===== src/rtl/timer_device.sv =====
// Memory-mapped countdown timer: CTRL/PRESET/COUNT word registers and an interrupt line to CP0.
// Define TIMER_AUTORELOAD_EN to build the MODE=1 auto-reload behaviour; otherwise every mode is one-shot.
module timer_device #(
   parameter logic [31:0] PRESET_RST = 32'h0
) (
   input  logic        clk,
   input  logic        reset_n,
   input  logic [1:0]  addr,
   input  logic        we,
   input  logic [3:0]  byteen,
   input  logic [31:0] wdata,
   output logic [31:0] rdata,
   output logic        irq
);

   typedef enum logic [1:0] {IDLE, LOAD, CNT, INT} state_t;

   state_t      state, state_next;
   logic        en;
   logic [1:0]  mode;
   logic        im;
   logic [31:0] preset;
   logic [31:0] count;
   logic        sticky;

   logic ctrl_wr, ctrl_upd, preset_sel, en_eff, reload;
   logic count_load, count_dec, count_zero, int_enter, en_clear;

   assign ctrl_wr    = we && (addr == 2'd0) && (byteen != 4'd0);
   assign ctrl_upd   = we && (addr == 2'd0) && byteen[0];
   assign preset_sel = we && (addr == 2'd1);
   // The FSM reacts to an EN value written on this very edge.
   assign en_eff     = ctrl_upd ? wdata[0] : en;

`ifdef TIMER_AUTORELOAD_EN
   assign reload = (mode == 2'd1);
`else
   assign reload = 1'b0;
`endif

   always_ff @(posedge clk or negedge reset_n) begin
      if (!reset_n) state <= IDLE;
      else          state <= state_next;
   end

   always_comb begin
      // NOTE: every output of this block gets a default first, so no path can infer a latch.
      state_next = state;
      count_load = 1'b0;
      count_dec  = 1'b0;
      count_zero = 1'b0;
      int_enter  = 1'b0;
      en_clear   = 1'b0;
      case (state)
         IDLE: if (en_eff) state_next = LOAD;
         LOAD: begin
            if (!en_eff) state_next = IDLE;
            else begin
               count_load = 1'b1;
               state_next = CNT;
            end
         end
         CNT: begin
            if (!en_eff) state_next = IDLE;
            else if (count > 32'd1) count_dec = 1'b1;
            else begin
               count_zero = 1'b1;
               int_enter  = 1'b1;
               state_next = INT;
            end
         end
         INT: begin
            if (!en_eff)     state_next = IDLE;
            else if (reload) state_next = LOAD;
            else begin
               en_clear   = 1'b1;
               state_next = IDLE;
            end
         end
         default: state_next = IDLE;
      endcase
   end

   // NOTE: register state uses non-blocking assignments so every flop samples pre-edge values.
   always_ff @(posedge clk or negedge reset_n) begin
      if (!reset_n) begin
         en   <= 1'b0;
         mode <= 2'd0;
         im   <= 1'b0;
      end else if (ctrl_upd) begin
         en   <= wdata[0];
         mode <= wdata[2:1];
         im   <= wdata[3];
      end else if (en_clear) begin
         en <= 1'b0;
      end
   end

   always_ff @(posedge clk or negedge reset_n) begin
      if (!reset_n) begin
         preset <= PRESET_RST;
      end else begin
         for (int i = 0; i < 4; i++) begin
            if (preset_sel && byteen[i]) preset[8*i +: 8] <= wdata[8*i +: 8];
         end
      end
   end

   always_ff @(posedge clk or negedge reset_n) begin
      if (!reset_n)        count <= 32'd0;
      else if (count_load) count <= preset;
      else if (count_dec)  count <= count - 32'd1;
      else if (count_zero) count <= 32'd0;
   end

   // Latched on entry to INT so a one-shot interrupt is visible during the INT cycle itself.
   always_ff @(posedge clk or negedge reset_n) begin
      if (!reset_n)                  sticky <= 1'b0;
      else if (ctrl_wr)              sticky <= 1'b0;
      else if (int_enter && !reload) sticky <= 1'b1;
   end

   assign irq = im && (sticky || ((state == INT) && reload));

   always_comb begin
      rdata = 32'd0;
      case (addr)
         2'd0:    rdata = {28'd0, im, mode, en};
         2'd1:    rdata = preset;
         2'd2:    rdata = count;
         default: rdata = 32'd0;
      endcase
   end

endmodule


===== config.mk =====
export PLATFORM = sky130hd
export DESIGN_NAME = timer_device
export DESIGN_NICKNAME = d
export VERILOG_FILES = /design/src/rtl/timer_device.sv
export SDC_FILE = /design/constraint.sdc
export NUM_CORES = 1
export LEC_CHECK = 0
export CAP_MARGIN = 0
export CORE_MARGIN = 1.5
export CORE_UTILIZATION = 40
export DETAILED_ROUTE_END_ITERATION = 10
export PLACE_DENSITY_LB_ADDON = 0.05
export SLEW_MARGIN = 20
export SYNTH_ARGS = -nofsm -noshare
export SYNTH_HDL_FRONTEND = slang
export SYNTH_SLANG_ARGS = --single-unit

===== constraint.sdc =====
create_clock -name clk -period 3.7 [get_ports clk]
set_input_delay 0.74 -clock clk [delete_from_list [all_inputs] [get_ports clk]]
set_output_delay 0.74 -clock clk [all_outputs]
set_load 0.05 [all_outputs]

* Yosys cells after proc, flatten, opt, wreduce, memory -nomap -nowiden
Index checks and enable logic that the tools add are counted.
W data, S select, Z words.
** Storage, ports and cells
- Input port bits :: 41
- Register bits after elaboration :: 71
** Cells by class
- Muxes and demuxes :: 23
- Order comparisons :: 1
- Reduce and logical (&&, ||, !) cells :: 16
- Equality and inequality tests :: 7
- $add $sub $neg :: 1
** Operators by type and width (number)
- $mux W32 :: 3
- $pmux W32 S3 :: 1
- $gt A32 B1 Y1 const B :: 1
- $sub A32 B1 Y32 const B :: 1
- $mux W1 :: 14
- $logic_and A1 B1 Y1 :: 9
- $mux W2 :: 4
- $pmux W2 S4 :: 1
- $eq A2 B2 Y1 const B :: 3
- $eq A2 B1 Y1 const B :: 2
- $logic_not A2 Y1 :: 2
- $reduce_bool A2 Y1 :: 2
- $reduce_bool A4 Y1 :: 1
- $ne A3 B3 Y1 const B :: 1
- $reduce_bool A3 Y1 :: 1
- $ne A2 B2 Y1 const B :: 1
- $reduce_and A2 Y1 :: 1

* Depth between registers and ports, before layout
Gate-level depths: netlist of the first run.
- Depth in word-level cells :: 9
- Mapped depth :: 10

* Worst setup path before layout of the first run
No wires, ideal clock.
- Kind :: in2out
- Start point :: input addr[1]
- End point :: output rdata[0]
- Data arrival time :: 2.088 ns
- Slack :: 0.872 ns
- Cell stages on the path :: 6
- Cells stage by stage :: buf_6 > nor2b_1 > clkbuf_1 > clkbuf_1 > nand2_1 > o21ai_0
** On the way
- Longest elaborated chain between the ends :: 2
** Ends and longest elaborated chain
- start, declared :: line 8 : input logic [1:0] addr,
- $eq A2 B2 Y1, or another cell as far along :: line 127 : case (addr)
- $pmux W32 S3 (*) :: line 127
- end, declared :: line 12 : output logic [31:0] rdata,
Mark *: on every way between the ends. The rest lies on a longest branch, timed or not.

* Final worst setup path of the first run
- Start point :: input addr[1]
- End point :: output rdata[14]
Same word-level chain as after synthesis.

==> metrics.md, run 1 <==
| Metric | Value |
|---|---|
| Htree depth | 3 |
| Critical R2R Capture | count[29] |
| Fillers | 969 |
| Cts hold-fix bufs | 0 |
| Die width | 105.9 um |
| Worst slew pin tran | 0.7918 ns |
| CTS Sinks | 71 |
| Ys flop type | dfrtp_1 |
| Clock-pin slew on the worst setup and hold paths | 0.08 ns |
| WP data arrival | approximately 2.5 ns |
| Reg2Reg Depth | 6 |
| Remaining routing DRC violations | 0 |
| Routed vias/inst | 6.066 |
| First-pass GRT wire length | 20.22 mm |
| Die ar. | approximately 11000 um^2 |
| Syn. warnings | 0 |
| CTS Buf Count | 9 |
| Setup_tns | 0 ns |
| # diodes | 0 |
| Leakage | roughly 2.2 nW |
| Ratio of cells with drive above 1 in the final layout | 0.2229 |
| Xor and xnor area share after synthesis | 0.002068 |
| Die Span Y | around 110 um |
| Synthesized area | around 4200 um^2 |
| #FFs+latches synth | 71 |
| P_sw | 0.001628 W |
| Hold Fails Final Rpt | 0 |
| Net count after synthesis | about 470 |
| VDD IR-drop max | roughly 0.26 mV |
| WL/cell | 19.64 um |
| Vias in the first global route | 3798 |
| Setup crit start kind | input pin |
| Post-layout worst setup margin | 0.5025 ns |
| Num ports | 74 |
| Syn Area/Cell | 9.827 um^2 |
| Comb pwr share | 0.469 |
| Worst R2R Setup Slack | 0.91 ns |
| Worst Path Max Fanout | 28 |
| RSZ-0062 raised after global routing | false |
| Internal power | around 0.0021 W |
| Share of power burned in registers | 0.365 |
| Worst skew pair latency | 0.35 ns |
| Number of setup buffers added after CTS | 0 |
| Tcrit/Tclk final | 0.8642 |
| Vias | between 3000 and 4000 |
| DRT antenna net count | 0 |
| EDFF count, synth | 0 |
| Minimum clock period | 3.197 ns |
| GRT Total Usage | 0.2318 |
| Status | completed |
| Clock root buffer | clkbuf_8 |
| Power Total | 0.003743 W |
| Initial antenna violation count | 0 |
| Post-CTS Resized | 0 |
| Largest net degree at the start of global routing | 41 |
| Nets | 538 |
| Setup WS pre-CTS | 0.4231 ns |
| First DRT Iteration DRCs | 257 |
| Detailed placement HPWL | between 8 and 9 mm |
| Adder-cell share of the synthesized area | 0.005908 |
| Synth Instances | 431 |
| Worst setup startpoint | addr[1] |
| Synth cell types | 57 |
| DR pass1 iterations | 5 |
| Fmax | about 310 MHz |
| Compound-Gate Fraction of Synth Area | 0.2095 |
| Net Sw Frac | 0.4348 |
| Reg-to-reg startpoint | count[5] |
| WL final | roughly 12 mm |
| CTS tree | yes |
| CP endpoint kind | primary output |
| Max Transition Viols Final | 0 |
| Sequential cell area fraction in the yosys report | 0.4195 |
| Pwr/cell area | roughly 660 nW/um^2 |
| Core area | 10280 um^2 |
| PortBufs | 73 |
| Max-Slew Margin vs Limit | 0.4585 |
| Mux share of post-synthesis cell area | 0.1149 |
| Crit path required time | 2.96 ns |
| Synth async-reset ratio | 1.000 |
| Total grt overflow | 0 |
| Starting Density | 0.4121 |
| Layout area overhead | 33.00% |
| Worst hold path class | in -> async |
| Final setup fails | 0 |
| Core Rows | 37 |
| Final Wtd Congestion | 0.9106 |
| Final clock skew | between 0.01 and 0.015 ns |
| Max cap viols | 0 |
| CTS Buffer Depth | 2 |
| Largest family of logic cells by synthesized area | compound AO/OA/AOI/OAI gates |
| Crit path capture | rdata[14] |
| Crit path kind | in -> out |
| Clk pwr share | 0.165 |
| Simple-gate area share of the yosys netlist | 0.2018 |
power by group through the flow:
stage,Sequential [W],Clock [W],Combinational [W]
after CTS,0.00136,0.000634,0.00176
after global routing,0.00141,0.000676,0.00189
after detailed placement,0.00137,0,0.00175
after floorplan,0.00121,0,0.00119
after global placement,0.00137,0,0.00173
final,0.00137,0.000618,0.00176
how the worst min path moves through the flow:
stage	startpoint	to	slack [ns]	cells after the start
floorplan	reset_n	count[0]	0.44	0
global placement	sticky	sticky	0.49	1
detailed placement	mode[1]	mode[1]	0.50	1
CTS	reset_n	preset[6]	0.48	1
global route	reset_n	count[4]	0.51	1
finish	reset_n	preset[6]	0.45	1
cell usage in the layout, fill, tap and decap left out, drive strengths merged, types with 3 or more instances in the layout:
cell and instances:
o2111ai 6, mux2i 7, o221ai 6, nand2 28
or3 9, or4 7, nor2 14, clkbuf 11
a22o 28, a32oi 6, a31oi 11, mux2 37
a21oi 7, nand4 11, o211ai 13, nand3b 4
nand3 31, nor4 10, clkdlybuf4s50 40, nor2b 5
o22ai 5, inv 11, a21boi 12, or2 3
dfrtp 71, o41ai 3, o21ai 8, buf 49
nor3 11, and2 5
routing by layer:
metal	track usage	part of all wire	up-vias	wire (um)
met2	0.3483	0.45	127	5602
met1	0.3414	0.48	1902	5924
met4	0.06660	0.014	0	174
met5	0	0	-	0
met3	0.04108	0.060	16	751
li1	-	-	1801	-
flip-flops by register name (all words and copies together) (netlist names):
register / cells
count: 32
en: 1
im: 1
mode: 2
preset: 32
state: 2
sticky: 1
stage by stage:
| step | utilization | hold WS (ns) | cells | instance area, um^2 |
|---|---|---|---|---|
| floorplan | - | 0.4444 | 431 | 4235 |
| global placement | 0.5299 | 0.4910 | 620 | 5446 |
| detailed placement | 0.5299 | 0.4953 | 620 | 5446 |
| CTS | 0.5481 | 0.4773 | 634 | 5633 |
| global route | 0.5481 | 0.5110 | 634 | 5633 |
| finish | 0.5481 | 0.4543 | 634 | 5633 |
cells by family (layout without fill, tap and decap cells):
group / after synthesis / after routing
and+or+nand+nor: 150 / 150
muxes: 44 / 44
AOI/OAI and AO/OA: 116 / 116
adders and majority gates: 2 / 2
buffers and inverters: 47 / 114
DFF: 71 / 71
xor gates and xnor gates: 1 / 1
worst max-delay path, cell delays in order:
cell             delay, ns
clkdlybuf4s50_1       0.70
nor2b_2               0.21
buf_4                 0.34
a22o_1                0.29
buf_12                0.16
cell type report:
class                      count  area, um^2  share of cell area
inverter                      11       41.29            0.007330
clock inverter                 3       45.04            0.007996
multi-input combinational    313        2267              0.4025
sequential                    71        1777              0.3154
tap                          136       170.2             0.03021
timing repair buffer          89        1191              0.2115
clock buffer                  11       141.4             0.02510
synth_stat cells (6+ instances only):
master	count	share of area
or4_1	7	0.012
clkbuf_1	26	0.023
inv_1	11	0.0097
nor4_1	9	0.013
a21oi_1	7	0.0083
mux2i_1	7	0.017
mux2_2	37	0.098
nand3_1	30	0.035
a22o_1	28	0.058
nand4_1	11	0.016
o21ai_0	8	0.0095
a31oi_1	11	0.016
o221ai_1	6	0.012
or3_1	9	0.013
a21boi_0	12	0.021
a32oi_1	6	0.012
o211ai_1	12	0.021
nand2_1	27	0.024
dfrtp_1	71	0.42
nor2_1	14	0.012
buf_2	7	0.0083
nor3_1	10	0.012
o2111ai_1	6	0.012
(Power assumes the default switching activity.)
==> run 2, diff against run 1 <==
--- a/config.mk
+++ b/config.mk
@@ -5,6 +5,7 @@
 export SDC_FILE = /design/constraint.sdc
 export NUM_CORES = 1
 export LEC_CHECK = 0
+export ABC_CLOCK_PERIOD_IN_PS = 3700
 export CAP_MARGIN = 0
 export CORE_MARGIN = 1.5
 export CORE_UTILIZATION = 40
==> results of run 2 <==
Final layout, timing and power as in run 1 (identical DEF).
